`src/rtl/bounce_gen_amisha_pkg.sv`:
```
// Shared constants for the switch-bounce emulator and the switch debouncer.
package bounce_gen_amisha_pkg;

  typedef logic [15:0] lfsr_t;

  // Emulator FSM encoding
  localparam logic [1:0] IDLE   = 2'd0;
  localparam logic [1:0] BOUNCE = 2'd1;
  localparam logic [1:0] SETTLE = 2'd2;

  // Debouncer FSM encoding, kept here so both blocks share one package
  localparam logic [1:0] DB_STABLE_LO = 2'd0;
  localparam logic [1:0] DB_RISE      = 2'd1;
  localparam logic [1:0] DB_STABLE_HI = 2'd2;
  localparam logic [1:0] DB_FALL      = 2'd3;

  // x^16 + x^14 + x^13 + x^11 + 1, left-shifting Fibonacci form (bits 15,13,12,10)
  localparam lfsr_t LFSR_TAPS    = 16'hB400;
  localparam lfsr_t SEED_DEFAULT = 16'hACE1;

endpackage

```
`src/rtl/bounce_gen_amisha_lfsr16.sv`:
```
// 16-bit Fibonacci LFSR, free-running outside reset; a zero seed is promoted to 1.
module lfsr16_amisha
  import bounce_gen_amisha_pkg::*;
#(
  parameter lfsr_t SEED = SEED_DEFAULT
) (
  input  logic        clk_amisha,
  input  logic        reset_n_amisha,
  output logic [15:0] q
);

  localparam lfsr_t SEED_EFF = (SEED == 16'h0000) ? 16'h0001 : SEED;

  lfsr_t q_reg;
  lfsr_t q_next;
  logic  fb;

  assign fb        = ^(q_reg & LFSR_TAPS);
  assign q_next[0] = fb;

  genvar gi;
  generate
    for (gi = 1; gi < 16; gi++) begin : g_shift
      assign q_next[gi] = q_reg[gi-1];
    end
  endgenerate

  always_ff @(posedge clk_amisha) begin
    if (!reset_n_amisha) begin
      q_reg <= SEED_EFF;
    end else begin
      q_reg <= q_next;
    end
  end

  assign q = q_reg;

endmodule

```
`src/rtl/bounce_gen_amisha.sv`:
```
// Switch-bounce emulator: turns a clean level request into an odd number of
// pseudo-randomly spaced toggles, then holds the settled level.
module bounce_gen_amisha
  import bounce_gen_amisha_pkg::*;
#(
  parameter int    GAP_SHIFT = 4,
  parameter int    SETTLE_W  = 21,
  parameter lfsr_t SEED      = SEED_DEFAULT
) (
  input  logic clk_amisha,
  input  logic reset_n_amisha,
  input  logic en_amisha,
  input  logic lvl_amisha,
  output logic sw_amisha,
  output logic busy_amisha,
  output logic done_amisha
);

  localparam int GAP_W = 9 + GAP_SHIFT;

  logic [15:0]         lfsr_q;
  logic                lfsr_unused;

  logic [1:0]          state_reg,     state_next;
  logic                sw_reg,        sw_next;
  logic                stable_reg,    stable_next;
  logic                target_reg,    target_next;
  logic                busy_reg,      busy_next;
  logic                done_reg,      done_next;
  logic [GAP_W-1:0]    gap_reg,       gap_next;
  logic [SETTLE_W-1:0] settle_reg,    settle_next;
  logic [3:0]          remaining_reg, remaining_next;
  logic [GAP_W-1:0]    gap_load;

  lfsr16_amisha #(
    .SEED (SEED)
  ) u_lfsr (
    .clk_amisha     (clk_amisha),
    .reset_n_amisha (reset_n_amisha),
    .q              (lfsr_q)
  );

  // Only the low byte feeds the gap and burst length
  assign lfsr_unused = ^lfsr_q[15:8];

  // Loading G-1 makes the next toggle land exactly G cycles after this edge
  assign gap_load = ((GAP_W'(lfsr_q[7:0]) + GAP_W'(1)) << GAP_SHIFT) - GAP_W'(1);

  always_comb begin
    state_next     = state_reg;
    sw_next        = sw_reg;
    stable_next    = stable_reg;
    target_next    = target_reg;
    busy_next      = busy_reg;
    done_next      = 1'b0;
    gap_next       = gap_reg;
    settle_next    = settle_reg;
    remaining_next = remaining_reg;

    case (state_reg)
      IDLE: begin
        busy_next = 1'b0;
        if (lvl_amisha != stable_reg) begin
          if (!en_amisha) begin
            sw_next     = lvl_amisha;
            stable_next = lvl_amisha;
            done_next   = 1'b1;
          end else begin
            // First toggle now; 2K more follow, so the total is odd
            target_next    = lvl_amisha;
            sw_next        = ~sw_reg;
            remaining_next = {lfsr_q[2:0], 1'b0};
            gap_next       = gap_load;
            busy_next      = 1'b1;
            state_next     = BOUNCE;
          end
        end
      end

      BOUNCE: begin
        if (gap_reg == '0) begin
          if (remaining_reg != 4'd0) begin
            sw_next        = ~sw_reg;
            remaining_next = remaining_reg - 4'd1;
            gap_next       = gap_load;
          end else begin
            settle_next = '1;
            state_next  = SETTLE;
          end
        end else begin
          gap_next = gap_reg - GAP_W'(1);
        end
      end

      SETTLE: begin
        if (settle_reg == '0) begin
          stable_next = target_reg;
          done_next   = 1'b1;
          busy_next   = 1'b0;
          state_next  = IDLE;
        end else begin
          settle_next = settle_reg - SETTLE_W'(1);
        end
      end

      default: begin
        busy_next  = 1'b0;
        state_next = IDLE;
      end
    endcase
  end

  always_ff @(posedge clk_amisha) begin
    if (!reset_n_amisha) begin
      state_reg     <= IDLE;
      sw_reg        <= 1'b0;
      stable_reg    <= 1'b0;
      target_reg    <= 1'b0;
      busy_reg      <= 1'b0;
      done_reg      <= 1'b0;
      gap_reg       <= '0;
      settle_reg    <= '0;
      remaining_reg <= 4'd0;
    end else begin
      state_reg     <= state_next;
      sw_reg        <= sw_next;
      stable_reg    <= stable_next;
      target_reg    <= target_next;
      busy_reg      <= busy_next;
      done_reg      <= done_next;
      gap_reg       <= gap_next;
      settle_reg    <= settle_next;
      remaining_reg <= remaining_next;
    end
  end

  assign sw_amisha   = sw_reg;
  assign busy_amisha = busy_reg;
  assign done_amisha = done_reg;

endmodule

```
`config.mk`:
```
export PLATFORM = sky130hd
export DESIGN_NAME = bounce_gen_amisha
export DESIGN_NICKNAME = d
export VERILOG_FILES = /design/src/rtl/bounce_gen_amisha_pkg.sv /design/src/rtl/bounce_gen_amisha_lfsr16.sv /design/src/rtl/bounce_gen_amisha.sv
export SDC_FILE = /design/constraint.sdc
export NUM_CORES = 1
export LEC_CHECK = 0
export ABC_AREA = 0
export BUFFER_PORTS_ARGS = -buffer_cell sky130_fd_sc_hd__buf_2
export CORE_UTILIZATION = 29
export CTS_BUF_LIST = sky130_fd_sc_hd__clkbuf_2
export DETAILED_ROUTE_END_ITERATION = 10
export GPL_TIMING_DRIVEN = 0
export PLACE_DENSITY_LB_ADDON = 0.12
export SETUP_SLACK_MARGIN = 0.4
export SYNTH_ARGS = -nofsm -noshare
export SYNTH_HDL_FRONTEND = slang
export SYNTH_SLANG_ARGS = --single-unit
```
`constraint.sdc`:
```
create_clock -name clk_amisha -period 2.88 [get_ports clk_amisha]
set_input_delay 0.576 -clock clk_amisha [delete_from_list [all_inputs] [get_ports clk_amisha]]
set_output_delay 0.576 -clock clk_amisha [all_outputs]
set_load 0.1 [all_outputs]
```
# ---- Yosys cells after proc, flatten, opt, wreduce, memory -nomap -nowiden
# Index checks and enable logic that the tools add are counted.
# W data, S select, Z words.
dict set report totals {
  in_bits 4
  regBits 61
  output_inout_bits 3
  elab_cells 82
}
dict set report classes {
  n_mux 37
  reduce_logical 16
  bitwise 2
  n_addsub 5
  eq_ne 12
}
# operator count
set op_table {}
lappend op_table {{$mux W21} 3}
lappend op_table {{$mux W13} 4}
lappend op_table {{$pmux W21 S2} 1}
lappend op_table {{$pmux W13 S2} 1}
lappend op_table {{$sub A13 B1 Y13 const B} 2}
lappend op_table {{$logic_not A21 Y1} 1}
lappend op_table {{$sub A21 B1 Y21 const B} 1}
lappend op_table {{$mux W4} 4}
lappend op_table {{$ne A2 B2 Y1 const B} 8}
lappend op_table {{$reduce_and A4 Y1} 4}
lappend op_table {{$reduce_xor A16 Y1} 1}
lappend op_table {{$logic_not A13 Y1} 1}
lappend op_table {{$mux W1} 13}
lappend op_table {{$mux W2} 5}
lappend op_table {{$reduce_and A5 Y1} 2}
lappend op_table {{$add A8 B1 Y9 const B} 1}
lappend op_table {{$pmux W4 S2} 1}
lappend op_table {{$pmux W1 S2} 3}
lappend op_table {{$pmux W2 S3} 1}
lappend op_table {{$reduce_bool A2 Y1} 3}
lappend op_table {{$reduce_bool A4 Y1} 1}
lappend op_table {{$sub A4 B1 Y4 const B} 1}
lappend op_table {{$ne A3 B3 Y1 const B} 1}
lappend op_table {{$pmux W1 S3} 1}
lappend op_table {{7 further kinds} 8}

# ---- Longest topological paths before layout
# Gate-level depths: netlist of the first run.
dict set report depth {
  word_depth 5
  mapped_depth 9
  ltp_nobuf 8
}

# ---- Hierarchy
# Synthesis of the first run repeated with hierarchy kept, for this count alone.
dict set report hier_totals {
  hier_cells 416
  area_unflattened_um2 3470.8
}
# module cells_per_inst n_inst seq_area_each_um2 area_per_inst_um2
set modules_own_cells {}
lappend modules_own_cells {bounce_gen_amisha 380 1 900.9 3019.1}
lappend modules_own_cells {lfsr16_amisha 36 1 320.3 451.7}

# ---- Worst setup path before layout of the first run
# No wires, ideal clock.
dict set report synth_timing {
  kind {reg2reg}
  from {register gap_reg[0]}
  to {register gap_reg[12]}
  arrival_ns 2.147
  stages_incl_launch_ff 9
  path_slack_ns 0.654
  path_buffers 0
  required_ns 2.801
  setup_ns 0.079
  period_less_slack_ns 2.226
  cell_sequence {dfxtp_1 inv_1 ha_1 or4b_1 nor4_4 or2b_4 nand2_4 or4_1 o211ai_1}
}
dict set report synth_between {
  elab_chain_len 3
  word_cells_on_any_way 6
  cone_classes {add/sub (1); eq/ne (1); mux (2); reduce/logical (2)}
}
# item line_no
set synth_rtl {}
lappend synth_rtl {{start: declaration} bounce_gen_amisha.sv:30} ;# logic [GAP_W-1:0] gap_reg, gap_next;
lappend synth_rtl {{start signal: assignment} bounce_gen_amisha.sv:131} ;# gap_reg <= gap_next;
lappend synth_rtl {{$sub A13 B1 Y13 or $logic_not A13 Y1 (tied branches)} {bounce_gen_amisha.sv:91, bounce_gen_amisha.sv:81}}
lappend synth_rtl {{$mux W13 or $ne A3 B3 Y1 (tied branches)} n/a}
lappend synth_rtl {{$pmux W13 S2 or $reduce_and A4 Y1 (tied branches)} n/a}
# Several ways; a longest one is shown, not always the timed one.
# A chain may end at the register's enable or synchronous reset.

# ---- Final worst setup path of the first run
dict set report layout_timing {
  from {register settle_reg[5]}
  to {register settle_reg[15]}
}
dict set report layout_between {
  elab_chain_len 3
  word_cells_on_any_way 6
  cone_classes {add/sub (1); eq/ne (1); mux (2); reduce/logical (2)}
}
# item line_no
set layout_rtl {}
lappend layout_rtl {{start: declaration} bounce_gen_amisha.sv:31} ;# logic [SETTLE_W-1:0] settle_reg, settle_next;
lappend layout_rtl {{start signal: assignment} bounce_gen_amisha.sv:132} ;# settle_reg <= settle_next;
lappend layout_rtl {{$sub A21 B1 Y21 or $logic_not A21 Y1 (tied branches)} {bounce_gen_amisha.sv:102, bounce_gen_amisha.sv:96}}
lappend layout_rtl {{$mux W21 or $ne A2 B2 Y1 (tied branches)} n/a}
lappend layout_rtl {{$pmux W21 S2 or $reduce_and A4 Y1 (tied branches)} n/a}
# Several ways; a longest one is shown, not always the timed one. The select of a mux whose other input is x is not followed.

==> results of run 1 <==
per-stage QoR:
stage,instance area [sq um],hold WS (ns),power [uW],setup WS (ns),instances
after floorplan,3307,0.3863,1580,0.6539,403
after global placement,3512,0.3911,1741,0.3090,549
after detailed placement,3512,0.3922,1749,0.2849,549
after CTS,3659,0.2356,2415,0.4150,565
after global routing,3741,0.2321,2596,0.3512,568
final,3741,0.2938,2428,0.5505,568
power breakdown:
part | switching (uW) | total (uW) | internal, uW
sequential | 80.6 | 1010 | 924
combinational | 486 | 785 | 299
clock | 358 | 638 | 280
total | 924 | 2430 | 1500
layout by cell type (no fill, tap or decap), types with 3 or more instances in the layout:
cell type	netlist	routed
a211oi_1	8	8
a21boi_0	3	3
a21oi_1	39	39
a311oi_1	3	3
and2_1	9	9
buf_2	4	8
buf_4	0	4
clkbuf_1	19	13
clkbuf_2	0	15
clkinv_1	1	3
clkinvlp_4	0	3
dfxtp_1	61	59
ha_1	6	6
inv_1	9	9
nand2_1	29	29
nand2b_1	13	13
nand3_1	12	12
nand3b_1	3	3
nand4_1	5	5
nor2_1	33	33
nor2b_1	4	4
nor3_1	18	17
nor3b_1	3	3
nor4_1	6	5
o211ai_1	3	3
o21a_1	3	3
o21ai_0	20	20
or3_1	9	9
or4_1	10	10
xnor2_1	18	18
xor2_1	11	11
routing by layer:
layer	track usage, %	wire length (um)	vias up
li1	-	-	1490
met3	5.081	329	10
met2	22.56	3594	46
met4	5.888	109	0
met5	0	0	-
met1	22.88	4448	1377
kinds of logic after synthesis:
group / Yosys count / share of synthesized area (%)
and+or+nand+nor: 171 / 29.13
buffers and inverters: 34 / 4.237
adders and majority gates: 6 / 2.270
muxes: 2 / 0.6054
DFF: 61 / 36.93
xor gates and xnor gates: 29 / 7.681
AOI/OAI and AO/OA: 100 / 19.15
path summary, 6_finish.rpt:
check	from	to
worst max-delay path	settle_reg[5]$_SDFFE_PN0P_	settle_reg[15]$_SDFFE_PN0P_
worst max register to register	settle_reg[5]$_SDFFE_PN0P_	settle_reg[15]$_SDFFE_PN0P_
worst min register to register	u_lfsr.q[14]$_SDFF_PN0_	u_lfsr.q[15]$_SDFF_PN1_
worst min-delay path	lvl_amisha	target_reg$_SDFFE_PN0P_
what timing repair did:
| action | 4_1_cts | 5_1_grt |
|---|---|---|
| gates resized for setup | 3 | 23 |
| setup endpoints to repair | 11 | 25 |
| pin swaps | 1 | 4 |
| endpoints found under the hold margin | 0 | 0 |
| setup buffers | 0 | 3 |
critical path, delay by kind of cell, from the launching register on:
kind             cells  cell delay, ns
AO/OA/AOI/OAI        2            0.39
flip-flops           1            0.40
AND/OR/NAND/NOR      3            1.25
XOR/XNOR             1            0.13
area by class of cell:
cell class / instances / area (sq um) / share of cell area (%)
multi-input cells: 308 / 2002 / 53.51
flip-flops and latches: 61 / 1224 / 32.71
well taps: 140 / 175.2 / 4.682
plain buffers: 24 / 115.1 / 3.077
clock inverters: 7 / 90.09 / 2.408
repair buffers: 9 / 52.55 / 1.405
clock buffers: 9 / 45.04 / 1.204
inverters: 10 / 37.54 / 1.003
==> results.ini, run 1 <==
[outcome]
status = complete, no violations

[yosys]
synth_top_area_share_pct = 36.93
syn_area_per_cell_sq_um = 8.206
ys_async_sr_fraction_pct = 0
yosysMostFrequentCell = dfxtp_1
ys_ff_latch = 61
yosysWarnings = 0
syn_area_sq_mm = 0.003307
synth-edff-count = 0
synth.distinct_cells = 61
yosys_most_used_dff = dfxtp_1
synth.area.top_cells = dfxtp_1 (37%), a21oi_1 (5.9%), xnor2_1 (4.8%), nor2_1 (3.7%), nand2_1 (3.3%)
syn_nets = 413
synth_cells = 403
yosysTopAreaCell = dfxtp_1
seq_area_frac_synth_pct = 36.93
synth_common_cells = dfxtp_1 (61), a21oi_1 (39), nor2_1 (33)

[clock_network]
cts_tree = yes
htree_levels = 3
insertion_delay_ns = 0.57
ctsHoldBuffers = 0
cts.sinks = 61
clock_path_buffers = 2
cts_made_buffers = 9
cts_root_buf = clkbuf_2
clk_pin_slew_ns = 0.22

[pwr]
p_per_area_mw_per_mm2 = 649.0
p_leak_uw = 0.001342
peakVddDrop_mv = 0.4039

[finish]
layout-drive-gt1-share_pct = 12.62
n_antenna_cell = 0
final_util_pct = 34.06
final_nets = 433
fillers = 1189
largest_reg_flops = 21
area_delta_synth_final_pct = 13.13

[critical_path]
max_stage_delay_ns = 0.60
startpoint_type = flop
crit_path_top_delay_cell = or4_1
cp.required_ns = 3.28
cp_cell_sequence = or4_1 > or3_1 > a211oi_4 > nor2b_1 > xnor2_1 > a21oi_1
reg2reg_depth = 6
crit_type = reg2reg
critPathArrivalTime_ns = 2.73
end_kind = flop
cp_max_fo = 5
reg2reg_slack_ns = 0.55

[global_route]
grt_max_degree = 12
overflow = 0
grt_pass1_wl_mm = 14.27
grt_pass1_vias = 2779
track_usage_pct = 16.12
antenna_found_initial = 0

[place]
place_congestion = 0.7662
portBuffers = 6
place_hpwl_mm = 5.833

[worst_hold_path]
hp-class = in2reg
hold_depth = 3

[detailed_routing]
drt_iter0_drc = 144
drt-total-wl_mm = 8.482
first_pass_iters = 4
via_per_inst = 5.146
wl_per_cell_um = 14.93
vias = 2923
ant_nets = 0
drcViolationCount = 0

[die]
coreArea_sq_mm = 0.01098
dieWidth_um = 108.8
die_h_um = 108.8
rows = 38
ios = 7
initial_core_util_pct = 30.11
dieArea_sq_mm = 0.01183

[job]
max_cap_violations = 0

[timing]
tightest_slew_ns = 0.6238
fin_crit_ns = 2.329
relSlewSlack_pct = 58.41
min_period_over_period_pct = 80.88
finClkSkew_ns = 0.05251
drv_slew = 0
fmax_mhz = 429.3
final-setup-viol-count = 0
rsz0062_at_grt = true
final-hold-violation-count = 0
tns_ns = 0

(Power assumes the default switching activity.)
==> run 2: changes to the inputs <==
==> constraint.sdc (replaced) <==
create_clock -name clk_amisha -period 2.05 [get_ports clk_amisha]
set_input_delay 0.41 -clock clk_amisha [delete_from_list [all_inputs] [get_ports clk_amisha]]
set_output_delay 0.41 -clock clk_amisha [all_outputs]
set_load 0.1 [all_outputs]
==> run 2 against run 1 <==
Compared with the run above: the flow now finishes with violations (negative setup slack); clock-buffer cell count is the same; final cell count grew 4.6%; final area grew 17%; highest routed layer unchanged.
==> results.ini, run 2 (synthesized netlist as in run 1, its figures left out) <==
[pwr]
p_per_area_mw_per_mm2 = 891.9  ; +37%
p_leak_uw = 0.001559  ; +16%
peakVddDrop_mv = 0.4116  ; +1.9%
total_power_uw = 3895  ; +60%

[detailed_routing]
wl_per_cell_um = 15.07  ; +0.92%
ant_nets = 0  ; unchanged
drt_iter0_drc = 113  ; -22%
vias = 3019  ; +3.3%
first_pass_iters = 4  ; unchanged
drt-total-wl_mm = 8.952  ; +5.5%
via_per_inst = 5.082  ; -1.2%
drcViolationCount = 0  ; unchanged

[finish]
layout-drive-gt1-share_pct = 32.16  ; +20 points
area_delta_synth_final_pct = 32.05
largest_reg_flops = 21  ; unchanged
final_common_cell = dfxtp_1
final_cell_mix = dfxtp_1 (48), a21oi_1 (35), nand2_1 (26)
final_nets = 459  ; +6.0%
final_util_pct = 39.76  ; +5.7 points
n_antenna_cell = 0  ; unchanged

[timing]
hold_slack_ns = 0.1681  ; -0.1258 ns
fin_crit_ns = 2.248  ; -0.08165 ns
rsz0062_at_grt = true
fin_ws_ns = -0.1978  ; -0.7484 ns
min_period_over_period_pct = 109.6  ; +29 points
tightest_slew_ns = 0.6743  ; +0.05046 ns
drv_slew = 0  ; unchanged
finClkSkew_ns = 0.02274  ; -0.02978 ns
relSlewSlack_pct = 55.05  ; -3.4 points
final-hold-violation-count = 0  ; unchanged
final-setup-viol-count = 40  ; +40
fmax_mhz = 444.9  ; +3.6%

[global_route]
overflow = 0  ; unchanged
grt_max_degree = 12  ; unchanged
grt_pass1_wl_mm = 14.79  ; +3.7%
grt_pass1_vias = 2876  ; +3.5%
track_usage_pct = 16.39  ; +0.27 points
antenna_found_initial = 0  ; unchanged

[clock_network]
insertion_delay_ns = 0.53  ; -0.04 ns
ctsHoldBuffers = 0  ; unchanged
htree_levels = 3  ; unchanged
clock_path_buffers = 2  ; unchanged
cts_root_buf = clkbuf_2
cts.sinks = 61  ; unchanged
clk_pin_slew_ns = 0.20  ; -0.02 ns
cts_tree = yes
cts_made_buffers = 9  ; unchanged

[place]
portBuffers = 6  ; unchanged
place_hpwl_mm = 6.055  ; +3.8%
place_congestion = 0.7488  ; -2.3%

[worst_hold_path]
hp-class = in2reg
min_from = lvl_amisha
min_to = target_reg$_SDFFE_PN0P_
hold_depth = 3  ; unchanged

[outcome]
violations = negative setup slack
status = finished with violations

[critical_path]
startpoint_type = flop
end_kind = flop
reg2reg_depth = 8  ; +2
reg2reg_from = gap_reg[0]$_SDFFE_PN0P_
critPathArrivalTime_ns = 2.72  ; about the same
cp.required_ns = 2.52  ; -0.76 ns
cp_max_fo = 8  ; +3
worstReg2RegEnd = remaining_reg[2]$_SDFFE_PN0P_
reg2reg_slack_ns = -0.20  ; -0.75 ns
crit_type = reg2reg

[die]
ios = 7  ; unchanged
dieWidth_um = 108.8  ; unchanged
rows = 38  ; unchanged
dieArea_sq_mm = 0.01183  ; unchanged
die_h_um = 108.8  ; unchanged
initial_core_util_pct = 30.11  ; unchanged
coreArea_sq_mm = 0.01098  ; unchanged

[job]
max_cap_violations = 0  ; unchanged

[run 2: cell count changes in the layout (fill, tap and decap cells not counted), moves of 5 or more]
cell | before | now
buf_4 | 4 | 21
buf_6 | 1 | 8
buf_8 | 0 | 5
dfxtp_1 | 59 | 48
dfxtp_2 | 2 | 11
nor2_1 | 33 | 25
nor3_1 | 17 | 8
nor3_2 | 1 | 9
o21ai_0 | 20 | 11
[run 2: through the flow]
step | instances | setup TNS [ns] | cell area [sq um] | setup WS [ns]
after floorplan | 403 | -0.1985 | 3452 | -0.07546
after global placement | 549 | -5.680 | 3657 | -0.3498
after detailed placement | 549 | -6.197 | 3657 | -0.3413
after CTS | 584 | -3.683 | 4161 | -0.1956
after global routing | 594 | -7.386 | 4367 | -0.3008
final | 594 | -3.851 | 4367 | -0.1978
[run 2: critical path, stage by stage, from the launching register on]
cell,delay [ns]
dfxtp_4,0.39
inv_2,0.05
ha_1,0.13
or4b_4,0.50
o41a_1,0.51
nor2_4,0.26
buf_4,0.16
nand2_1,0.05
a21oi_1,0.14
[run 2: layout make-up]
type / instances / area, sq um
fill: 1140 / 6616
multi-input combinational: 308 / 2301
sequential: 61 / 1242
timing repair buffer: 35 / 319.1
tap: 140 / 175.2
buffer: 24 / 156.4
clock inverter: 7 / 90.09
clock buffer: 9 / 45.04
inverter: 10 / 37.54
[run 2: worst max-delay path by stage]
| stage | start | endpoint | slack [ns] |
|---|---|---|---|
| final | gap_reg[0]$_SDFFE_PN0P_ | remaining_reg[2]$_SDFFE_PN0P_ | -0.20 |
| after global routing | gap_reg[0]$_SDFFE_PN0P_ | gap_reg[9]$_SDFFE_PN0P_ | -0.30 |
| after CTS | gap_reg[0]$_SDFFE_PN0P_ | gap_reg[9]$_SDFFE_PN0P_ | -0.20 |
| after detailed placement | gap_reg[10]$_SDFFE_PN0P_ | gap_reg[11]$_SDFFE_PN0P_ | -0.34 |
| after global placement | gap_reg[10]$_SDFFE_PN0P_ | gap_reg[11]$_SDFFE_PN0P_ | -0.35 |
| after floorplan | gap_reg[10]$_SDFFE_PN0P_ | gap_reg[12]$_SDFFE_PN0P_ | -0.08 |
[run 2: metal layers]
metal  global-route usage [%]  wire length [um]  up-vias
li1                         -                 -     1543
met1                    23.11              4625     1435
met2                    24.41              3984       27
met3                    2.570               188       14
met4                    7.432               153        0
met5                        0                 0        -
[run 2: timing repair]
| item | 4_1_cts | 5_1_grt |
|---|---|---|
| endpoints found under the setup margin | 47 | 46 |
| gates cloned | 2 | 0 |
| gates resized for setup | 63 | 37 |
| setup buffers | 17 | 10 |
| pin swaps | 27 | 13 |
[run 2: where the power goes]
group          total, uW  switching (uW)  internal, uW
combinational       1580             862           720
clock                887             490           397
sequential          1430             123          1300
total               3890            1480          2420
